`config.mk`:
```
export PLATFORM = sky130hd
export DESIGN_NAME = lsc_uart_cmd_parser
export DESIGN_NICKNAME = d
export VERILOG_FILES = /design/src/rtl/lsc_uart_pkg.sv /design/src/rtl/lsc_timeout_cnt.sv /design/src/rtl/lsc_uart_cmd_parser.sv
export SDC_FILE = /design/constraint.sdc
export NUM_CORES = 1
export LEC_CHECK = 0
export ABC_AREA = 1
export CORE_ASPECT_RATIO = 2
export CORE_MARGIN = 2
export CORE_UTILIZATION = 30
export DETAILED_ROUTE_END_ITERATION = 16
export DONT_BUFFER_PORTS = 1
export PLACE_DENSITY = 0.5
export REMOVE_ABC_BUFFERS = 1
export SLEW_MARGIN = 20
export SYNTH_ARGS = -nofsm -noshare
export SYNTH_HDL_FRONTEND = slang
export SYNTH_SLANG_ARGS = --single-unit
```
`constraint.sdc`:
```
create_clock -name clk -period 2.2 [get_ports clk]
set_clock_uncertainty 0.2 [all_clocks]
set_input_delay 0.44 -clock clk [delete_from_list [all_inputs] [get_ports clk]]
set_output_delay 0.44 -clock clk [all_outputs]
set_load 0.1 [all_outputs]
```
`src/rtl/lsc_uart_pkg.sv`:
```
// Shared constants and state encoding for the UART command parser.
package lsc_uart_pkg;

   localparam logic [7:0] SYNC_BYTE_DEF = 8'hA5;
   localparam logic [7:0] OPC_CAPTURE   = 8'h01;
   localparam logic [7:0] OPC_REGWR     = 8'h02;

   typedef enum logic [2:0] {
      ST_IDLE,
      ST_OPC,
      ST_LEN,
      ST_PAY,
      ST_CSUM,
      ST_EXEC
   } state_e;

endpackage

```
`src/rtl/lsc_timeout_cnt.sv`:
```
// Loadable down-counter with clear; expire_o flags terminal count while enabled and not reloading.
module lsc_timeout_cnt #(
   parameter int W = 24
) (
   input  logic         clk,
   input  logic         rst_n,
   input  logic         clr_i,
   input  logic         load_i,
   input  logic         en_i,
   input  logic [W-1:0] load_val_i,
   output logic         expire_o
);

   logic [W-1:0] cnt_q;

   always_ff @(posedge clk or negedge rst_n) begin
      if (!rst_n) begin
         cnt_q <= '0;
      end else if (clr_i) begin
         cnt_q <= '0;
      end else if (load_i) begin
         cnt_q <= load_val_i;
      end else if (en_i && (cnt_q != '0)) begin
         cnt_q <= cnt_q - 1'b1;
      end
   end

   // A reload in the terminal cycle wins over expiry.
   assign expire_o = en_i && !load_i && (cnt_q == '0);

endmodule

```
`src/rtl/lsc_uart_cmd_parser.sv`:
```
// Host command packet parser: SYNC, OPC, LEN, PAYLOAD, CSUM -> capture request or register write.
//
// state | meaning
// IDLE  | hunting for the sync byte
// OPC   | waiting for opcode byte
// LEN   | waiting for payload length byte
// PAY   | collecting payload bytes
// CSUM  | waiting for checksum byte; command decoded here
// EXEC  | one-cycle command pulse; incoming byte treated as in IDLE
module lsc_uart_cmd_parser
   import lsc_uart_pkg::*;
#(
   parameter logic [7:0]  SYNC_BYTE = SYNC_BYTE_DEF,
   parameter int          MAX_LEN   = 4,
   parameter logic [23:0] TIMEOUT   = 24'd2000000
) (
   input  logic       clk,
   input  logic       resetn,
   input  logic [7:0] i_rx_data,
   input  logic       i_rx_valid,
   output logic       o_req,
   output logic [7:0] o_amt,
   output logic       o_reg_we,
   output logic [7:0] o_reg_addr,
   output logic [7:0] o_reg_wdata,
   output logic       o_err,
   output logic [7:0] o_err_cnt,
   output logic       o_busy
);

   localparam int         PAY_N     = (MAX_LEN < 2) ? 2 : MAX_LEN;
   localparam logic [7:0] MAX_LEN_B = 8'(MAX_LEN);

   state_e     state_q, state_d;
   logic [7:0] opc_q, opc_d;
   logic [3:0] len_q, len_d;
   logic [3:0] idx_q, idx_d;
   logic [7:0] sum_q, sum_d;
   logic [7:0] pay_q [PAY_N];
   logic [7:0] pay_d [PAY_N];
   logic [7:0] amt_q, amt_d;
   logic [7:0] addr_q, addr_d;
   logic [7:0] wdata_q, wdata_d;
   logic [7:0] err_cnt_q, err_cnt_d;
   logic       req_q, req_d;
   logic       we_q, we_d;
   logic       err_q, err_d;
   logic       reject;
   logic       tmr_en, tmr_clr, tmr_expire;

   assign tmr_en  = (state_q == ST_OPC) || (state_q == ST_LEN) ||
                    (state_q == ST_PAY) || (state_q == ST_CSUM);
   assign tmr_clr = (state_d == ST_IDLE) || (state_d == ST_EXEC);

   lsc_timeout_cnt #(.W(24)) u_tmr (
      .clk        (clk),
      .rst_n      (resetn),
      .clr_i      (tmr_clr),
      .load_i     (i_rx_valid),
      .en_i       (tmr_en),
      .load_val_i (TIMEOUT - 24'd1),
      .expire_o   (tmr_expire)
   );

   always_comb begin
      state_d   = state_q;
      opc_d     = opc_q;
      len_d     = len_q;
      idx_d     = idx_q;
      sum_d     = sum_q;
      pay_d     = pay_q;
      amt_d     = amt_q;
      addr_d    = addr_q;
      wdata_d   = wdata_q;
      err_cnt_d = err_cnt_q;
      req_d     = 1'b0;
      we_d      = 1'b0;
      err_d     = 1'b0;
      reject    = 1'b0;

      case (state_q)
         ST_IDLE, ST_EXEC: begin
            state_d = (i_rx_valid && (i_rx_data == SYNC_BYTE)) ? ST_OPC : ST_IDLE;
         end
         ST_OPC: if (i_rx_valid) begin
            opc_d   = i_rx_data;
            sum_d   = i_rx_data;
            state_d = ST_LEN;
         end
         ST_LEN: if (i_rx_valid) begin
            sum_d = sum_q + i_rx_data;
            if (i_rx_data > MAX_LEN_B) begin
               reject = 1'b1;
            end else begin
               len_d   = i_rx_data[3:0];
               idx_d   = 4'd0;
               state_d = (i_rx_data == 8'd0) ? ST_CSUM : ST_PAY;
            end
         end
         ST_PAY: if (i_rx_valid) begin
            for (int i = 0; i < PAY_N; i++) begin
               if (idx_q == i[3:0]) pay_d[i] = i_rx_data;
            end
            sum_d = sum_q + i_rx_data;
            if (idx_q == len_q - 4'd1) state_d = ST_CSUM;
            else                       idx_d   = idx_q + 4'd1;
         end
         ST_CSUM: if (i_rx_valid) begin
            // Decode at the checksum strobe so the pulse is visible in the EXEC cycle.
            if (i_rx_data != sum_q) begin
               reject = 1'b1;
            end else if ((opc_q == OPC_CAPTURE) && (len_q == 4'd1)) begin
               amt_d   = pay_q[0];
               req_d   = 1'b1;
               state_d = ST_EXEC;
            end else if ((opc_q == OPC_REGWR) && (len_q == 4'd2)) begin
               addr_d  = pay_q[0];
               wdata_d = pay_q[1];
               we_d    = 1'b1;
               state_d = ST_EXEC;
            end else begin
               reject = 1'b1;
            end
         end
         default: state_d = ST_IDLE;
      endcase

      if (tmr_expire) reject = 1'b1;

      if (reject) begin
         state_d = ST_IDLE;
         err_d   = 1'b1;
         if (err_cnt_q != 8'hFF) err_cnt_d = err_cnt_q + 8'd1;
      end
   end

   always_ff @(posedge clk or negedge resetn) begin
      if (!resetn) begin
         state_q   <= ST_IDLE;
         opc_q     <= '0;
         len_q     <= '0;
         idx_q     <= '0;
         sum_q     <= '0;
         for (int i = 0; i < PAY_N; i++) pay_q[i] <= '0;
         amt_q     <= '0;
         addr_q    <= '0;
         wdata_q   <= '0;
         err_cnt_q <= '0;
         req_q     <= 1'b0;
         we_q      <= 1'b0;
         err_q     <= 1'b0;
      end else begin
         state_q   <= state_d;
         opc_q     <= opc_d;
         len_q     <= len_d;
         idx_q     <= idx_d;
         sum_q     <= sum_d;
         pay_q     <= pay_d;
         amt_q     <= amt_d;
         addr_q    <= addr_d;
         wdata_q   <= wdata_d;
         err_cnt_q <= err_cnt_d;
         req_q     <= req_d;
         we_q      <= we_d;
         err_q     <= err_d;
      end
   end

   assign o_req       = req_q;
   assign o_amt       = amt_q;
   assign o_reg_we    = we_q;
   assign o_reg_addr  = addr_q;
   assign o_reg_wdata = wdata_q;
   assign o_err       = err_q;
   assign o_err_cnt   = err_cnt_q;
   assign o_busy      = (state_q != ST_IDLE);

endmodule

```
Word-level counts from Yosys, hierarchy flattened
Cells that the tools add are included.

Output and inout bits: 36. Input port bits: 11. Bits in registers: 102.

Muxes and demuxes: 42. Add/subtract/negate cells: 5. Reductions and logical operators: 32. Bitwise gates (word level): 3. $lt $le $gt $ge: 1. Equal/unequal tests: 21.

Operators by type and width (number): 2-to-1 mux 24 bit (3); 2-to-1 mux 3 bit (11); zero test 24 bit (1); nonzero test 24 bit (1); subtractor 24 x 1 -> 24 bit (second input constant) (1); 2-to-1 mux 1 bit (18); 2-to-1 mux 4 bit (4); 2-to-1 mux 8 bit (2); case mux 8 bit (2 select lines) (1); case mux 3 bit (5 select lines) (1); AND reduction 3 bit (4); != test 2 bit (second input constant) (5); AND reduction 5 bit (2); == test 3 bit (second input constant) (3); adder 8 x 1 -> 8 bit (second input constant) (1); adder 8 bit (1); == test 4 x 1 -> 1 bit (second input constant) (2); == test 8 x 1 -> 1 bit (second input constant) (1); == test 8 x 2 -> 1 bit (second input constant) (1); == test 8 bit (second input constant) (1); greater-than comparator 8 x 3 -> 1 bit (second input constant) (1); zero test 8 bit (1); != test 8 bit (1); != test 8 bit (second input constant) (1); other kinds (20) (36).

Depth between registers and ports, before layout
Depth after elaboration: 12. Mapped depth: 17. Gate-level depth less buffers: 16.

Hierarchy
From an unflattened synthesis, not the netlist that was laid out.

Cell total of the unflattened synthesis: 812. Area, all modules: 6078.3 sq um.

By module, submodules not included: lsc_uart_cmd_parser (sequential area each 1951.9 sq um, cells an instance 505, area an instance 4187.8 sq um, times used 1); lsc_timeout_cnt (sequential area each 600.6 sq um, cells an instance 307, area an instance 1890.6 sq um, times used 1).

Least setup slack after synthesis
Ideal clock, no wire load.

Path type: register to register. Start: register err_cnt_q[0] (netlist: o_err_cnt[0]). End: register err_cnt_q[6] (netlist: o_err_cnt[6]). Data required time: 1.875 ns. Period minus slack after synthesis: 2.514 ns. Cell stages (with the launch flop): 11. Setup slack: -0.314 ns. Arrival time: 2.189 ns. Path buffers: 0. Path through: dfrtp_1 -> ha_1 -> nand2_1 -> nor2_1 -> nand3_1 -> nor2_1 -> nand2_1 -> nand2_1 -> nor2_1 -> nand2_1 -> nand2_1.

Word-level cells in the longest chain between the ends: 2. Elaborated cells between the ends (all ways): 3. Those cells by class: add/sub (1); eq/ne (1); reduce/logical (1).

RTL lines: start, declared (RTL line lsc_uart_cmd_parser.sv:44) `logic [7:0] err_cnt_q, err_cnt_d;`; start signal, assigned (RTL line lsc_uart_cmd_parser.sv:162) `err_cnt_q <= err_cnt_d;`; parallel branches: the longest is 2 deep, another holds adder 8 x 1 -> 8 bit.

Parallel ways; which one is timed is not known. A chain may end at the register's enable or synchronous reset.

Worst setup path after layout
Start: register sum_q[6]. End: register u_tmr.cnt_q[13].

Word-level cells in the longest chain between the ends: 9. Elaborated cells between the ends (all ways): 14. Those cells by class: eq/ne (2); mux (9); reduce/logical (3).

RTL lines: start, declared (RTL line lsc_uart_cmd_parser.sv:38) `logic [7:0] sum_q, sum_d;`; start signal, assigned (RTL line lsc_uart_cmd_parser.sv:157) `sum_q <= sum_d;`; != test 8 bit (*) (RTL line lsc_uart_cmd_parser.sv:110) `if (i_rx_data != sum_q) begin`; 2-to-1 mux 1 bit (RTL line lsc_uart_cmd_parser.sv:110); 2-to-1 mux 1 bit (RTL line lsc_uart_cmd_parser.sv:108) `ST_CSUM: if (i_rx_valid) begin`; case mux 1 bit (2 select lines) (RTL line lsc_uart_cmd_parser.sv:81) `case (state_q)`; 2-to-1 mux 1 bit (RTL line lsc_uart_cmd_parser.sv:128) `if (tmr_expire) reject = 1'b1;`; 2-to-1 mux 3 bit (*) (RTL line lsc_uart_cmd_parser.sv:130) `if (reject) begin`; == test 3 bit / zero test 3 bit (equally long branches) (RTL line lsc_uart_cmd_parser.sv:53) `assign tmr_clr = (state_d == ST_IDLE) || (state_d == ST_EXEC);`; logical OR 1 bit (*) (RTL line lsc_uart_cmd_parser.sv:53); nonzero test 3 bit (no source line) / 2-to-1 mux 24 bit (equally long branches); end signal, assigned (RTL line lsc_timeout_cnt.sv:22) `cnt_q <= load_val_i;`; end signal, assigned (RTL line lsc_timeout_cnt.sv:24) `cnt_q <= cnt_q - 1'b1;`; end, declared (RTL line lsc_timeout_cnt.sv:14) `logic [W-1:0] cnt_q;`.

Mark *: on every way between the ends. The rest lies on a longest branch, timed or not.

==> results.py <==
metrics = {
    "critical_path": {
        "cp_max_fo": 4,
        "crit_path_end_kind": "flop",
        "worstSetupPathType": "flop to flop",
        "cp_slowest_cell": "dfrtp_1",
        "critPathMaxStageDelay_ps": 410,
        "critPathBufInv": 2,
        "required_ps": 2280,
        "worstPathCellList": "ha_4 > nor3_4 > buf_4 > nand2_2 > nor2_2 > nand2_1 > nand2_1 > nand2_1 > nand2_2 > nand2_2 > nor2_4 > nor2_4 > buf_4 > nor2_2",
        "critPathArrivalTime_ps": 2370,
        "cp_top_family": "simple AND/OR/NAND/NOR gates",
        "critPathLaunchType": "flop",
    },
    "timing": {
        "finalHoldViolCount": 102,
        "finalCritPeriodShare_pct": 104,
        "fin_crit_ps": 2290,
        "holdWs_ps": -424,
        "fin_ws_ps": -85.2,
        "rsz0062_at_grt": "yes",
        "worst_pin_slew_ps": 382,
        "finalSetupViolCount": 26,
        "maxSlewViolCount": 0,
        "relSlewSlack_pct": 74.5,
        "max_freq_ghz": 0.438,
    },
    "global_route": {
        "grt_first_pass_wirelength_um": 21500,
        "grt_use_total_pct": 14.1,
        "antenna_found_initial": 0,
        "grt_overflow_total": 0,
        "grt_pass1_vias": 4370,
        "grt_start_max_net_pins": 103,
    },
    "drt": {
        "vias": 4571,
        "detail_route.wl_per_cell_um": 12.9,
        "first_pass_iters": 4,
        "drc": 0,
        "ant_nets": 0,
        "avgViaCountPerCell": 4.52,
        "drtIter0Drc": 185,
        "wl_um": 13100,
    },
    "pwr": {
        "p_per_area_nw_per_um2": 652,
        "leakage_uw": 0.00370,
        "p_total_uw": 4530,
        "ir_drop_v": 0.000450,
    },
    "placed_design": {
        "gp_congestion": 0.823,
        "dp_cells": 985,
        "place_hpwl_um": 9050,
        "place_area_um2": 6380,
        "port_buffers": 0,
    },
    "logic_synthesis": {
        "syn_area_um2": 5360,
        "yosysWarnings": 0,
        "ys_ff_latch": 102,
        "yosysTopAreaCellShare_pct": 47.7,
        "synthFlopType": "dfrtp_1",
        "ys_seq_area_share_pct": 47.7,
        "synthCells": 680,
        "yosysUniqueCellTypes": 38,
        "synth_edf_count": 0,
        "avgSynthCellArea_um2": 7.88,
        "synth-async-reset-ratio_pct": 100,
        "synthTopCellsByArea": "dfrtp_1 (48%), nand2_1 (11%), inv_1 (6.4%), o21ai_0 (6.4%), nor2_1 (5.7%)",
        "yosysTopAreaCell": "dfrtp_1",
    },
    "run_status": {
        "status": "finished with violations",
        "violations": "hold timing, setup timing",
    },
    "finish": {
        "drive_above_1_share_pct": 25.7,
        "fin_util_pct": 39.5,
        "fillers": 1828,
        "final_cells": 1012,
        "final_area_um2": 6950,
        "syn_to_final_growth_pct": 29.9,
        "final_nets": 821,
        "insertedDiodeCount": 0,
    },
    "floorplan": {
        "die-area_um2": 19000,
        "die_w_um": 98.5,
        "ios": 47,
        "core_area_um2": 17600,
        "start_util_pct": 30.4,
        "die-height_um": 193,
        "rows": 69,
    },
    "clock_tree": {
        "cts_tree": "built",
        "numCtsBuffers": 9,
        "root_buffer": "clkbuf_16",
        "htreeDepth": 3,
        "clock-sinks": 102,
        "ctsHoldBuffers": 1,
        "clockBufferDepth": 2,
        "path_clk_slew_ps": 80,
        "clock_latency_ps": 350,
    },
    "run": {
        "drv_cap": 0,
    },
    "min_path": {
        "hold_path_class": "primary input to asynchronous set/reset pin",
    },
}
## state kept, by name, indices dropped and copies added (netlist names)
| name | flops |
|---|---|
| o_err_cnt | 8 |
| o_reg_addr | 8 |
| len_q | 4 |
| o_req | 1 |
| u_tmr.cnt_q | 24 |
| o_reg_wdata | 8 |
| o_err | 1 |
| idx_q | 4 |
| o_amt | 8 |
| pay_q | 16 |
| sum_q | 8 |
| o_reg_we | 1 |
| state_q | 3 |
| opc_q | 8 |
## Yosys cell counts, drive strengths merged (2+ instances only)
| cell type | count |
|---|---|
| inv | 95 |
| nand3 | 44 |
| or2 | 7 |
| nand4 | 10 |
| xnor2 | 13 |
| a21oi | 9 |
| ha | 15 |
| buf | 5 |
| nor2 | 103 |
| nor3 | 12 |
| nand3b | 2 |
| dfrtp | 102 |
| nor3b | 2 |
| nand2 | 163 |
| o21ai | 70 |
| xor2 | 10 |
| clkbuf | 9 |
## final cells by class
class,instances,area [um^2],share of cell area [%]
clock buffer,9,225,3.24
clock inverter,7,55.1,0.792
inverter,96,363,5.22
multi-input combinational,469,2540,36.6
sequential,102,2550,36.7
tap,213,267,3.83
timing repair buffer,116,948,13.6
## metal layers
layer,vias to the layer above,routed length (um),track usage (%)
li1,2366,-,-
met1,2111,6130,18.4
met2,76,6200,23.2
met3,18,491,2.67
met4,0,251,4.95
met5,-,0,0
## cells in the final DEF (no fill, tap or decap), types with 12 or more instances in the layout
cell     netlist  final
nand2_1      159    151
nand3_1       43     41
nor2_2        21     27
o21ai_0       69     68
nor2_1        81     74
buf_4          1    108
dfrtp_1      102    102
inv_1         92     88
xnor2_1       13     12
## path summary, 6_finish.rpt
path,startpoint,to,slack (ps),cells after the start
worst max-delay path,sum_q[6]$_DFFE_PN0P_,u_tmr.cnt_q[13]$_DFFE_PN0P_,-90,14
worst min-delay path,resetn,o_amt[5]$_DFFE_PN0P_,-420,0
worst max register to register,sum_q[6]$_DFFE_PN0P_,u_tmr.cnt_q[13]$_DFFE_PN0P_,-90,14
worst min register to register,o_amt[1]$_DFFE_PN0P_,o_amt[1]$_DFFE_PN0P_,280,2
max in group asynchronous,resetn,u_tmr.cnt_q[18]$_DFFE_PN0P_,2060,0
min in group clk,i_rx_data[4],pay_q[20]$_DFFE_PN0P_,10,2
## cells by family (layout without fill, tap and decap cells)
family	count (synthesis)	count (layout)	share of synthesized area (%)
AND/OR/NAND/NOR	345	346	28.4
AO/OA/AOI/OAI	83	83	7.94
adder cells (fa/ha/maj)	16	16	3.88
multiplexers	1	1	0.210
flip-flops	102	102	47.7
buffers and inverters	110	228	8.11
XOR/XNOR	23	23	3.76
## power by group
| part | leakage, uW | total, uW | internal (uW) | switching [uW] |
|---|---|---|---|---|
| Clock | 0.000139 | 1550 | 785 | 760 |
| Combinational | 0.00226 | 981 | 279 | 701 |
| Sequential | 0.00130 | 2010 | 1950 | 56.4 |
## worst register-to-register path, delay by kind of cell (launching register included)
kind / cells / cell delay (ps)
adders and majority gates: 1 / 240
DFF: 1 / 410
and+or+nand+nor: 11 / 1080
buffers and inverters: 2 / 300
## per-stage QoR
step	setup WS (ps)	setup TNS (ps)
6_report	-85.2	-1360
3_3_place_gp	-427	-11700
2_1_floorplan	-314	-5930
4_1_cts	-92.4	-1970
3_5_place_dp	-444	-11870
5_1_grt	-213	-5310
## what timing repair did
| item | 4_1_cts | 5_1_grt |
|---|---|---|
| resized for setup | 19 | 23 |
| endpoints found under the hold margin | 103 | 102 |
| setup buffers | 7 | 1 |
| endpoints found under the setup margin | 33 | 50 |
| gates cloned | 1 | 1 |
| pin swaps | 5 | 12 |
Power figures use the tool's default switching activity.
